[config.mk]
export PLATFORM = sky130hd
export DESIGN_NAME = dcache_direct_flat
export DESIGN_NICKNAME = d
export VERILOG_FILES = /design/src/rtl/cache_pkg.sv /design/src/rtl/dcache_direct_if.sv /design/src/rtl/load_extract.sv /design/src/rtl/dcache_direct.sv /design/src/flat_wrapper.sv
export SDC_FILE = /design/constraint.sdc
export NUM_CORES = 2
export LEC_CHECK = 0
export CELL_PAD_IN_SITES_DETAIL_PLACEMENT = 1
export CELL_PAD_IN_SITES_GLOBAL_PLACEMENT = 2
export CORE_MARGIN = 1
export CORE_UTILIZATION = 50
export CTS_CLUSTER_DIAMETER = 100
export CTS_CLUSTER_SIZE = 20
export DETAILED_ROUTE_END_ITERATION = 7
export PLACE_DENSITY_LB_ADDON = 0.25
export RECOVER_POWER = 100
export SLEW_MARGIN = 0
export SYNTH_ARGS = -nofsm -noshare
export SYNTH_HDL_FRONTEND = slang
export SYNTH_HIERARCHICAL = 1
export SYNTH_SLANG_ARGS = --single-unit
[constraint.sdc]
create_clock -name clk -period 16.95 [get_ports clk]
set_input_delay 3.39 -clock clk [delete_from_list [all_inputs] [get_ports clk]]
set_output_delay 3.39 -clock clk [all_outputs]
set_load 0.02 [all_outputs]
[src/rtl/cache_pkg.sv]
// Shared types, func3 codes and access-size helpers for the direct-mapped data cache.
package cache_pkg;

    typedef enum logic {
        IDLE = 1'b0,
        FILL = 1'b1
    } dc_state_t;

    typedef enum logic [1:0] {
        SZ_BYTE = 2'd0,
        SZ_HALF = 2'd1,
        SZ_WORD = 2'd2
    } acc_size_t;

    // RV32 load/store size codes
    localparam logic [2:0] LB  = 3'b000;
    localparam logic [2:0] LH  = 3'b001;
    localparam logic [2:0] LW  = 3'b010;
    localparam logic [2:0] LBU = 3'b100;
    localparam logic [2:0] LHU = 3'b101;
    localparam logic [2:0] SB  = 3'b000;
    localparam logic [2:0] SH  = 3'b001;
    localparam logic [2:0] SW  = 3'b010;

    localparam int LINE_BYTES = 8;

    // Access width; unrecognised codes fall back to a single byte (LB behaviour).
    function automatic acc_size_t access_size(input logic [2:0] func3);
        case (func3)
            LW:      return SZ_WORD;
            LH, LHU: return SZ_HALF;
            default: return SZ_BYTE;
        endcase
    endfunction

    // Only LBU/LHU zero-extend; everything else sign-extends.
    function automatic logic is_signed_load(input logic [2:0] func3);
        return !(func3 == LBU || func3 == LHU);
    endfunction

    // True when the access spills past the end of its 8-byte line.
    function automatic logic crosses_line(input logic [2:0] func3, input logic [2:0] offset);
        case (access_size(func3))
            SZ_WORD: return offset > 3'd4;
            SZ_HALF: return offset == 3'd7;
            default: return 1'b0;
        endcase
    endfunction

endpackage

[src/rtl/dcache_direct_if.sv]
// CPU-side and DataMem-side signals of the data cache, grouped as one bus.
interface dcache_direct_if #(
    parameter int DATA_WIDTH = 32
);
    // CPU side
    logic [DATA_WIDTH-1:0] cpu_addr;
    logic [2:0]            cpu_func3;
    logic                  cpu_re;
    logic                  cpu_we;
    logic [DATA_WIDTH-1:0] cpu_wd;
    logic [DATA_WIDTH-1:0] cpu_rd;
    logic                  stall;
    // DataMem side
    logic [DATA_WIDTH-1:0] mem_addr;
    logic [2:0]            mem_func3;
    logic                  mem_we;
    logic [DATA_WIDTH-1:0] mem_wd;
    logic [DATA_WIDTH-1:0] mem_rd;
    logic [63:0]           mem_block;

    // Cache view
    modport slave (
        input  cpu_addr, cpu_func3, cpu_re, cpu_we, cpu_wd, mem_rd, mem_block,
        output cpu_rd, stall, mem_addr, mem_func3, mem_we, mem_wd
    );

    // Pipeline + DataMem view
    modport master (
        output cpu_addr, cpu_func3, cpu_re, cpu_we, cpu_wd, mem_rd, mem_block,
        input  cpu_rd, stall, mem_addr, mem_func3, mem_we, mem_wd
    );
endinterface

[src/rtl/load_extract.sv]
// Byte-lane logic for one 8-byte line: extracts and extends a load result,
// and produces the byte enables and lane-aligned data for a store merge.
module load_extract
    import cache_pkg::*;
(
    input  logic [63:0] line_i,
    input  logic [2:0]  offset_i,
    input  logic [2:0]  func3_i,
    input  logic [31:0] wdata_i,
    output logic [31:0] rdata_o,
    output logic [7:0]  byte_en_o,
    output logic [63:0] wline_o
);

    logic [5:0]  bit_shift;
    logic [31:0] shifted;
    logic        sext;

    assign bit_shift = {offset_i, 3'b000};
    assign shifted   = 32'(line_i >> bit_shift);
    assign sext      = is_signed_load(func3_i);
    assign wline_o   = {32'b0, wdata_i} << bit_shift;

    // Select the addressed lanes, extend the result and build the store byte mask.
    // NOTE: every output gets a default first so no path leaves a latch behind.
    always_comb begin
        rdata_o   = '0;
        byte_en_o = 8'h01;
        case (access_size(func3_i))
            SZ_WORD: begin
                rdata_o   = shifted;
                byte_en_o = 8'h0F;
            end
            SZ_HALF: begin
                rdata_o   = {{16{sext & shifted[15]}}, shifted[15:0]};
                byte_en_o = 8'h03;
            end
            default: begin
                rdata_o   = {{24{sext & shifted[7]}}, shifted[7:0]};
                byte_en_o = 8'h01;
            end
        endcase
        byte_en_o = byte_en_o << offset_i;
    end

endmodule

[src/rtl/dcache_direct.sv]
// Direct-mapped, write-through, no-write-allocate data cache with 8-byte lines.
// Load misses stall for exactly two cycles (lookup + FILL) and refill a whole line.
module dcache_direct
    import cache_pkg::*;
#(
    parameter int DATA_WIDTH = 32,
    parameter int NUM_SETS   = 16
) (
    input  logic             clk,
    input  logic             rst,
    dcache_direct_if.slave   bus,
    output logic [31:0]      hit_count,
    output logic [31:0]      miss_count
);

    localparam int IDX_W = $clog2(NUM_SETS);
    localparam int TAG_W = DATA_WIDTH - IDX_W - 3;

    // Address split
    logic [2:0]       offset;
    logic [IDX_W-1:0] index;
    logic [TAG_W-1:0] tag;

    assign offset = bus.cpu_addr[2:0];
    assign index  = bus.cpu_addr[IDX_W+2:3];
    assign tag    = bus.cpu_addr[DATA_WIDTH-1:IDX_W+3];

    // State and storage
    dc_state_t         state_q;
    logic [NUM_SETS-1:0] valid_q;
    logic [TAG_W-1:0]  tag_q  [NUM_SETS];
    logic [63:0]       data_q [NUM_SETS];
    logic [31:0]       hit_count_q;
    logic [31:0]       miss_count_q;

    // Lookup and request decode
    logic        in_idle;
    logic        is_load;
    logic        crossing;
    logic        hit;
    logic        load_hit;
    logic        load_miss;
    logic        store_fire;
    logic        store_upd;
    logic [63:0] line_rd;
    logic [31:0] ext_rd;
    logic [7:0]  byte_en;
    logic [63:0] wline;
    logic [63:0] merged_line;

    assign in_idle    = (state_q == IDLE);
    assign is_load    = bus.cpu_re & ~bus.cpu_we;
    assign crossing   = crosses_line(bus.cpu_func3, offset);
    assign hit        = valid_q[index] && (tag_q[index] == tag);
    assign load_hit   = in_idle & is_load & ~crossing & hit;
    assign load_miss  = in_idle & is_load & ~crossing & ~hit;
    assign store_fire = ~rst & in_idle & bus.cpu_we;
    assign store_upd  = store_fire & ~crossing & hit;
    assign line_rd    = data_q[index];

    load_extract u_extract (
        .line_i    (line_rd),
        .offset_i  (offset),
        .func3_i   (bus.cpu_func3),
        .wdata_i   (bus.cpu_wd),
        .rdata_o   (ext_rd),
        .byte_en_o (byte_en),
        .wline_o   (wline)
    );

    // Merge the store lanes into the resident line.
    always_comb begin
        merged_line = line_rd;
        for (int b = 0; b < LINE_BYTES; b++) begin
            if (byte_en[b]) begin
                merged_line[8*b +: 8] = wline[8*b +: 8];
            end
        end
    end

    // Write-through: stores go straight to DataMem; FILL suppresses writes.
    assign bus.mem_addr  = bus.cpu_addr;
    assign bus.mem_func3 = bus.cpu_func3;
    assign bus.mem_wd    = bus.cpu_wd;
    assign bus.mem_we    = store_fire;

    // Stall on the lookup cycle of a miss and throughout FILL; reset drops it at once.
    assign bus.stall = ~rst & ((state_q == FILL) | load_miss);

    // Load result: bypass for line-crossing loads, line data on a hit, zero otherwise.
    always_comb begin
        bus.cpu_rd = '0;
        if (!rst && is_load) begin
            if (crossing) begin
                bus.cpu_rd = bus.mem_rd;
            end else if (hit) begin
                bus.cpu_rd = ext_rd;
            end
        end
    end

    assign hit_count  = hit_count_q;
    assign miss_count = miss_count_q;

    // Controller: IDLE/FILL sequencing, valid bits and hit/miss counters.
    // NOTE: sequential state uses non-blocking assignments so every register samples pre-edge values.
    always_ff @(posedge clk or posedge rst) begin
        if (rst) begin
            state_q      <= IDLE;
            valid_q      <= '0;
            hit_count_q  <= '0;
            miss_count_q <= '0;
        end else begin
            case (state_q)
                IDLE: begin
                    if (load_miss) begin
                        miss_count_q <= miss_count_q + 32'd1;
                        state_q      <= FILL;
                    end else if (load_hit) begin
                        hit_count_q  <= hit_count_q + 32'd1;
                    end
                end
                FILL: begin
                    valid_q[index] <= 1'b1;
                    state_q        <= IDLE;
                end
                default: state_q <= IDLE;
            endcase
        end
    end

    // Tag and line storage: refill in FILL, byte merge on a store hit.
    // NOTE: tag/data arrays carry no reset; the valid bits alone gate their use.
    always_ff @(posedge clk) begin
        if (state_q == FILL) begin
            data_q[index] <= bus.mem_block;
            tag_q[index]  <= tag;
        end else if (store_upd) begin
            data_q[index] <= merged_line;
        end
    end

endmodule

[src/flat_wrapper.sv]
// flat-port wrapper written by rule: the top's interface ports become plain ports
module dcache_direct_flat import cache_pkg::*;
#(
    parameter int DATA_WIDTH = 32,
    parameter int NUM_SETS   = 16
)
  (clk, rst, hit_count, miss_count, bus_cpu_addr, bus_cpu_func3, bus_cpu_re, bus_cpu_we, bus_cpu_wd, bus_mem_rd, bus_mem_block, bus_cpu_rd, bus_stall, bus_mem_addr, bus_mem_func3, bus_mem_we, bus_mem_wd);
  dcache_direct_if #(.DATA_WIDTH(DATA_WIDTH)) bus_i ();
  input  logic clk;
  input  logic rst;
  output logic [31:0] hit_count;
  output logic [31:0] miss_count;
  input wire logic [$bits(bus_i.cpu_addr)-1:0] bus_cpu_addr;
  input wire logic [$bits(bus_i.cpu_func3)-1:0] bus_cpu_func3;
  input wire logic [$bits(bus_i.cpu_re)-1:0] bus_cpu_re;
  input wire logic [$bits(bus_i.cpu_we)-1:0] bus_cpu_we;
  input wire logic [$bits(bus_i.cpu_wd)-1:0] bus_cpu_wd;
  input wire logic [$bits(bus_i.mem_rd)-1:0] bus_mem_rd;
  input wire logic [$bits(bus_i.mem_block)-1:0] bus_mem_block;
  output wire logic [$bits(bus_i.cpu_rd)-1:0] bus_cpu_rd;
  output wire logic [$bits(bus_i.stall)-1:0] bus_stall;
  output wire logic [$bits(bus_i.mem_addr)-1:0] bus_mem_addr;
  output wire logic [$bits(bus_i.mem_func3)-1:0] bus_mem_func3;
  output wire logic [$bits(bus_i.mem_we)-1:0] bus_mem_we;
  output wire logic [$bits(bus_i.mem_wd)-1:0] bus_mem_wd;
  assign bus_i.cpu_addr = bus_cpu_addr;
  assign bus_i.cpu_func3 = bus_cpu_func3;
  assign bus_i.cpu_re = bus_cpu_re;
  assign bus_i.cpu_we = bus_cpu_we;
  assign bus_i.cpu_wd = bus_cpu_wd;
  assign bus_i.mem_rd = bus_mem_rd;
  assign bus_i.mem_block = bus_mem_block;
  assign bus_cpu_rd = bus_i.cpu_rd;
  assign bus_stall = bus_i.stall;
  assign bus_mem_addr = bus_i.mem_addr;
  assign bus_mem_func3 = bus_i.mem_func3;
  assign bus_mem_we = bus_i.mem_we;
  assign bus_mem_wd = bus_i.mem_wd;
  dcache_direct #(.DATA_WIDTH(DATA_WIDTH), .NUM_SETS(NUM_SETS)) u_core (.clk(clk), .rst(rst), .bus(bus_i), .hit_count(hit_count), .miss_count(miss_count));
endmodule
# After elaboration in Yosys (flattened, before gate mapping)

Memory sizes are Yosys's and may differ from the RTL's.
Cells that the tools add are included.
W data, S select, Z words.

Bits in latches: 0
Logic and storage cells: 79
Output and inout bits: 165
Register bits: 81
Memory bits (writable): 1424
Memories kept: 2
Input port bits: 167
Bits in read-only memories: 0

Muxes and demuxes: 27
Multiply operators: 0
Div/mod/pow operators: 0
Reductions and logical operators: 9
Shift operators: 3
Bitwise logic cells: 21
Add/subtract/negate cells: 2
Equality and inequality tests: 8
$lt $le $gt $ge: 3

Memory list:

| memory        | words | bits a word | read ports | clocked after Yosys merged registers in | wr ports | RTL line            | text |
|---|---|---|---|---|---|---|---|
| u_core.data_q | 16    | 64          | 1          | 0                                       | 1        | dcache_direct.sv:32 | `logic [63:0] data_q [NUM_SETS];` |
| u_core.tag_q  | 16    | 25          | 1          | 0                                       | 1        | dcache_direct.sv:31 | `logic [TAG_W-1:0] tag_q [NUM_SETS];` |

Operators with widths:

| operator                | number |
|---|---|
| $mux W32                | 3 |
| $add A32 B1 Y32 const B | 2 |
| $mux W64                | 1 |
| $mux W8                 | 8 |
| $pmux W32 S2            | 1 |
| $shl A32 B6 Y64         | 1 |
| $shr A64 B6 Y32         | 1 |
| $eq A25 B25 Y1          | 1 |
| $or A16 B16 Y16         | 1 |
| $and A1 B1 Y1           | 12 |
| $eq A3 B3 Y1 const B    | 3 |
| $mux W1                 | 8 |
| $pmux W4 S2             | 1 |
| $shl A8 B3 Y8           | 1 |
| $not A1 Y1              | 6 |
| $lt A4 B5 Y1 const B    | 1 |
| $bmux W1 S4             | 1 |
| $demux W1 S4            | 1 |
| $ge A4 B1 Y1 const B    | 1 |
| $pmux W1 S2             | 2 |
| $pmux W2 S2             | 1 |
| $eq A3 B1 Y1 const B    | 1 |
| $eq A3 B2 Y1 const B    | 1 |
| $gt A3 B3 Y1 const B    | 1 |
| other kinds (9)         | 13 |

# Logic depth before layout (Yosys ltp)

Depth after elaboration: 12
Gate-level depth with buffers: 16
Gate-level depth less buffers: 10

# Hierarchy

Netlist, hierarchy kept.

Modules (own cells, without submodules):

| module        | sequential area each (um2) | times used | area each (um2) | cells each |
|---|---|---|---|---|
| dcache_direct | 44788.0                    | 1          | 60750.8         | 2902 |
| load_extract  | 0.0                        | 1          | 2915.3          | 407 |

# Worst setup path after synthesis

Ideal clock, no wire load.

Path type: in2reg
Start: input port bus_cpu_addr[3]
End: memory u_core.data_q[10][0], enable pin
Required time: 16386 ps
Setup time: 564 ps
Stages on the path: 12
Arrival time: 10424 ps
Slack: 5962 ps
Path buffers: 4
Cells stage by stage: buf_2 -> buf_4 -> buf_2 -> mux4_2 -> a221oi_1 -> nor2_1 -> a211oi_1 -> nand3_1 -> nor4_4 -> a21oi_1 -> clkbuf_1 -> nor3_1

Longest elaborated chain between the ends: 8
Elaborated cells between the ends (all ways): 10
Those cells by class: 1 x eq/ne; 5 x mux; 2 x bitwise; 1 x reduce/logical; 1 x memory

Ends and longest elaborated chain:

| element                                        | RTL line             | text |
|---|---|---|
| start: declaration                             | flat_wrapper.sv:13   | `input wire logic [$bits(bus_i.cpu_addr)-1:0] bus_cpu_addr;` |
| $mem_v2 Z16 W25 or $bmux W1 S4 (tied branches) | n/a                  |  |
| $eq A25 B25 Y1 or $mux W1 (tied branches)      | dcache_direct.sv:54  | `assign hit = valid_q[index] && (tag_q[index] == tag);` |
| $logic_and A1 B1 Y1                            | dcache_direct.sv:54  |  |
| $and A1 B1 Y1                                  | dcache_direct.sv:58  | `assign store_upd = store_fire & ~crossing & hit;` |
| $mux W1                                        | dcache_direct.sv:138 | `end else if (store_upd) begin` |
| $mux W1                                        | dcache_direct.sv:135 | `if (state_q == FILL) begin` |
| $mux W1 (not written as such)                  | dcache_direct.sv:139 | `data_q[index] <= merged_line;` |
| $or A1 B1 Y1 (no line)                         | n/a                  |  |
| end: declaration                               | dcache_direct.sv:32  |  |

Parallel ways exist; a longest one is shown, timed or not. The select of a mux whose other input is x is not followed.

# Final worst setup path

Start: input port bus_cpu_addr[6]
End: output port bus_cpu_rd[19]

Longest elaborated chain between the ends: 7
Elaborated cells between the ends (all ways): 13
Those cells by class: 1 x eq/ne; 1 x shift; 6 x mux; 2 x bitwise; 1 x reduce/logical; 2 x memory

Ends and longest elaborated chain:

| element                                 | RTL line                               | text |
|---|---|---|
| $mem_v2 Z16 W64 *                       | n/a                                    |  |
| via u_core.line_rd[55]                  | dcache_direct.sv:45                    | `logic [63:0] line_rd;` |
| $shr A64 B6 Y32 *                       | load_extract.sv:20                     | `assign shifted = 32'(line_i >> bit_shift);` |
| $and A1 B1 Y1, on equally long branches | load_extract.sv:39, load_extract.sv:35 |  |
| $pmux W32 S2 *                          | load_extract.sv:29                     | `case (access_size(func3_i))` |
| via u_core.ext_rd[19]                   | dcache_direct.sv:46                    | `logic [31:0] ext_rd;` |
| $mux W32 *                              | dcache_direct.sv:96                    | `end else if (hit) begin` |
| $mux W32 *                              | dcache_direct.sv:94                    | `if (crossing) begin` |
| $mux W32 *                              | dcache_direct.sv:93                    | `if (!rst && is_load) begin` |
| end: declaration                        | flat_wrapper.sv:20                     | `output wire logic [$bits(bus_i.cpu_rd)-1:0] bus_cpu_rd;` |

The timed path passes the listed nets; every way through them passes the cells marked *. The select of a mux whose other input is x is not followed.

==> summary.log <==
[clock_tree] level count of the clock H-tree 3
[global_routing] largest net degree at the start of global routing 145
[route] detailed-route DRC error count 0
[worst_setup_path] Buf+Inv Stages, Crit Path 4
[logic_synthesis] Avg Inst Size Synth 19.2 um^2
[timing] transition at the pin with the smallest max-transition slack 4490 ps
[layout] most common library cell in the layout ignoring fill and taps sky130_fd_sc_hd__edfxtp_1
[power] power density relative to cell area 98.4 nW/um^2
[clock_tree] clock insertion delay at the later pin of the skew report 720 ps
[clock_tree] TritonCTS clock tree done
[route] iteration-0 DRC count of the detailed router 3513
[timing] final setup margin 2410 ps
[logic_synthesis] Post-synth EDFFs 1424
[worst_setup_path] biggest fanout along the worst timing path 31
[route] detailed-route vias per instance 6.50
[die] top-level I/O count 332
[worst_setup_path] cell repeated most along the worst path sky130_fd_sc_hd__mux4_2
[timing] total count of max-transition violations in the final report 1818
[timing] Worst slew margin -199%
[placed_design] half-perimeter wire length after detailed placement 112000 um
[layout] P&R area growth vs syn 11.0%
[route] via count 34100
[route] post-detailed-route wirelength per cell 34.7 um
[placed_design] count of placed standard cells including taps 5112
[worst_setup_path] cell-by-cell trace of the critical path clkbuf_1 > inv_6 > buf_4 > mux4_2 > mux2_2 > mux4_2 > a32oi_1 > o21ai_0 > nand4_1 > nand2_1 > clkdlybuf4s50_1
[clock_tree] number of resized instances in the post-cts repair step 0
[placed_design] count of buffers from port buffering 331
[die] core region area 126000 um^2
[logic_synthesis] total nets after synthesis 3481
[job] reported max-cap violation count 58
[logic_synthesis] #FFs+latches synth 1505
[global_routing] initial antenna violation count 19
[logic_synthesis] dominant register cell in the synthesized netlist sky130_fd_sc_hd__edfxtp_1
[timing] worst hold margin 468 ps
[logic_synthesis] post-synth design cell area 63700 um^2
[placed_design] Final GP Congestion 0.893
[global_routing] vias in the first global route 35900
[die] die extent in x 359 um
[layout] commonest cells after routing, fill and taps aside sky130_fd_sc_hd__edfxtp_1 (1424), sky130_fd_sc_hd__mux4_2 (429), sky130_fd_sc_hd__dlygate4sd3_1 (185)
[logic_synthesis] sequential-to-total area share from yosys stat 70.3%
[worst_setup_path] Worst EP arrival 11150 ps
[clock_tree] clk sink count 1505
[outcome] result of the run finished with violations
[logic_synthesis] share of flip-flops with an asynchronous set or reset 5.38%
[logic_synthesis] gate count after technology mapping 3309
[clock_tree] clock buffer count from CTS 87
[die] height of the die 359 um
[placed_design] Post-Place Worst Slack 4240 ps
[timing] # setup viols final 0
[clock_tree] clock slew at reported path FFs 70 ps
[logic_synthesis] Synth warnings 6
[timing] min cycle time layout 14540 ps
[timing] upper clock frequency limit 68.8 MHz
[worst_setup_path] Max stage delay on crit path 1670 ps
[route] total wire length after detailed routing 182000 um
[power] maximum ir drop on the vdd rail 77.2 uV
[outcome] violations in the final reports max-capacitance violations, max-slew violations
[logic_synthesis] Distinct cells, synth 67
[clock_tree] hold buffers post-CTS 0
[worst_setup_path] CP required 13560 ps
[global_routing] total congestion overflow after global routing 0
[worst_setup_path] CP Class in2out
[worst_setup_path] Worst path top cell family by delay buffers and inverters
[clock_tree] deepest clock path buffer count 3
[global_routing] global-route wire length before repair 260000 um
[route] number of routed nets with antenna violations 0
[worst_setup_path] Slowest cell on crit path sky130_fd_sc_hd__a32oi_1
[die] Die Area 129000 um^2
[layout] fin cells 5248
[layout] post-route cell area 70700 um^2
[timing] clock skew after layout 31.4 ps
[hold_path] class of the most critical hold timing path reg2reg
[power] leakage power summed over all cells 22.8 nW
[clock_tree] setup fix buffers added after clock tree synthesis 0
[worst_setup_path] Critical Path Start Type primary input
[timing] total count of hold-check failures in the final report 0
[layout] fraction of final layout cells with drive strength greater than 1 20.4%
[layout] number of fillers in the final layout 11000
[timing] unrepaired setup endpoints after global routing false
[layout] # nets final 3723
[timing] part of the cycle the worst path needs 85.8%
[clock_tree] Clock Tree Root sky130_fd_sc_hd__clkbuf_16
[die] starting density of the core 50.6%
[worst_setup_path] CP Capture Type output pin
[die] std cell rows 130
[route] DRT Pass-1 Iters 5
[placed_design] dpl cell area 68500 um^2
[timing] Sum Neg Setup Slack 0 ps
[global_routing] total track usage 28.3%
Yosys cell counts, types with 4 or more instances:
library cell	n	share of area, %
sky130_fd_sc_hd__mux2i_1	79	1.2
sky130_fd_sc_hd__o21ai_0	44	0.35
sky130_fd_sc_hd__ha_1	5	0.098
sky130_fd_sc_hd__buf_4	80	0.94
sky130_fd_sc_hd__a21oi_1	43	0.34
sky130_fd_sc_hd__nor3_1	52	0.41
sky130_fd_sc_hd__o22ai_1	24	0.24
sky130_fd_sc_hd__nor3b_1	5	0.059
sky130_fd_sc_hd__and2_1	18	0.18
sky130_fd_sc_hd__o21ai_2	7	0.096
sky130_fd_sc_hd__nor2b_1	18	0.18
sky130_fd_sc_hd__nand2b_1	9	0.088
sky130_fd_sc_hd__nand3_1	39	0.31
sky130_fd_sc_hd__nor4_1	5	0.049
sky130_fd_sc_hd__a221oi_1	4	0.055
sky130_fd_sc_hd__mux2_2	175	3.1
sky130_fd_sc_hd__or2_2	21	0.21
sky130_fd_sc_hd__a211oi_1	10	0.12
sky130_fd_sc_hd__o22a_1	4	0.055
sky130_fd_sc_hd__mux4_2	429	15
sky130_fd_sc_hd__xor2_1	42	0.58
sky130_fd_sc_hd__a22o_1	7	0.096
sky130_fd_sc_hd__o21a_1	5	0.059
sky130_fd_sc_hd__nand2_1	152	0.90
sky130_fd_sc_hd__buf_2	71	0.56
sky130_fd_sc_hd__a2bb2oi_1	9	0.12
sky130_fd_sc_hd__mux2_1	5	0.088
sky130_fd_sc_hd__nand4_1	58	0.57
sky130_fd_sc_hd__inv_1	24	0.14
sky130_fd_sc_hd__a22oi_1	17	0.20
sky130_fd_sc_hd__o211ai_1	5	0.059
sky130_fd_sc_hd__o2bb2ai_1	6	0.083
sky130_fd_sc_hd__buf_1	26	0.15
sky130_fd_sc_hd__nor2_1	82	0.48
sky130_fd_sc_hd__a21o_1	14	0.17
sky130_fd_sc_hd__and3_1	33	0.32
sky130_fd_sc_hd__dfrtp_1	81	3.2
sky130_fd_sc_hd__edfxtp_1	1424	67
sky130_fd_sc_hd__and4_1	6	0.083
sky130_fd_sc_hd__clkbuf_1	88	0.52
sky130_fd_sc_hd__xnor2_1	43	0.59
worst reg2reg max path: stages, from the launching register on:
cell and delay, ps:
sky130_fd_sc_hd__edfxtp_1 370, sky130_fd_sc_hd__mux4_2 480, sky130_fd_sc_hd__mux4_2 500, sky130_fd_sc_hd__xnor2_1 430, sky130_fd_sc_hd__o21ai_0 240, sky130_fd_sc_hd__a21oi_1 300, sky130_fd_sc_hd__nand4_1 190, sky130_fd_sc_hd__nor4_4 180
sky130_fd_sc_hd__buf_4 440, sky130_fd_sc_hd__a21oi_1 270, sky130_fd_sc_hd__clkbuf_1 440, sky130_fd_sc_hd__nor3_1 290, sky130_fd_sc_hd__clkbuf_1 2670, sky130_fd_sc_hd__clkbuf_1 2140
logic make-up (layout without fill, tap and decap cells):
| group | after synthesis | in the layout | share of synthesized area [%] |
|---|---|---|---|
| AOI/OAI and AO/OA | 224 | 224 | 2.42 |
| xor gates and xnor gates | 85 | 85 | 1.17 |
| adders and majority gates | 5 | 5 | 0.0983 |
| buffers and inverters | 293 | 576 | 2.36 |
| DFF | 1505 | 1505 | 70.3 |
| muxes | 690 | 690 | 19.6 |
| other | 0 | 6 | 0 |
| and+or+nand+nor | 507 | 507 | 3.96 |
where the power goes:
group	internal [mW]	switching [mW]
combinational	0.272	0.397
sequential	4.11	0.0258
clock	0.969	1.18
total	5.35	1.61
stage by stage:
step / utilization [%] / total power, mW
6_report: 56.1 / 6.95
5_1_grt: 56.1 / 7.13
4_1_cts: 56.4 / 7.01
3_5_place_dp: 54.4 / 4.89
3_3_place_gp: 54.4 / 4.87
2_1_floorplan: - / 4.61
metal layers:
metal,wire (um),track usage (%),vias up
met5,60,0,-
met4,6640,10.5,10
li1,-,-,13900
met1,70800,37.7,18400
met2,91100,47.3,1601
met3,13300,4.26,297
final timing paths:
kind,endpoint,slack [ps],cells after the start,startpoint
worst min register to register,u_core/valid_q[12]$_DFFE_PP0P_,470,1,u_core/valid_q[12]$_DFFE_PP0P_
max in group asynchronous,u_core/valid_q[13]$_DFFE_PP0P_,9410,3,rst
worst max register to register,u_core/data_q[0][35]$_DFFE_PP_,7510,13,u_core/tag_q[11][20]$_DFFE_PP_
worst min-delay path,u_core/valid_q[12]$_DFFE_PP0P_,470,1,u_core/valid_q[12]$_DFFE_PP0P_
min in group asynchronous,u_core/miss_count[28]$_DFFE_PP0P_,3340,2,rst
worst max-delay path,bus_cpu_rd[19],2410,11,bus_cpu_addr[6]
cell type report:
| cell class | count | area, um^2 | area share, % |
|---|---|---|---|
| antenna | 6 | 15.0 | 0.0213 |
| tap | 1650 | 2060 | 2.92 |
| clock buffer | 118 | 2310 | 3.28 |
| multi-input combinational | 1511 | 17400 | 24.6 |
| clock inverter | 12 | 150 | 0.213 |
| sequential | 1505 | 44800 | 63.4 |
| timing repair buffer | 420 | 3800 | 5.39 |
| inverter | 26 | 104 | 0.147 |
sequential cells by signal (all words and copies together), names as in the netlist:
signal             flops
u_core/tag_q         400
u_core/data_q       1024
u_core/state_q         1
u_core/miss_count     32
u_core/hit_count      32
u_core/valid_q        16
No activity file was read; power rests on OpenSTA's default activity.
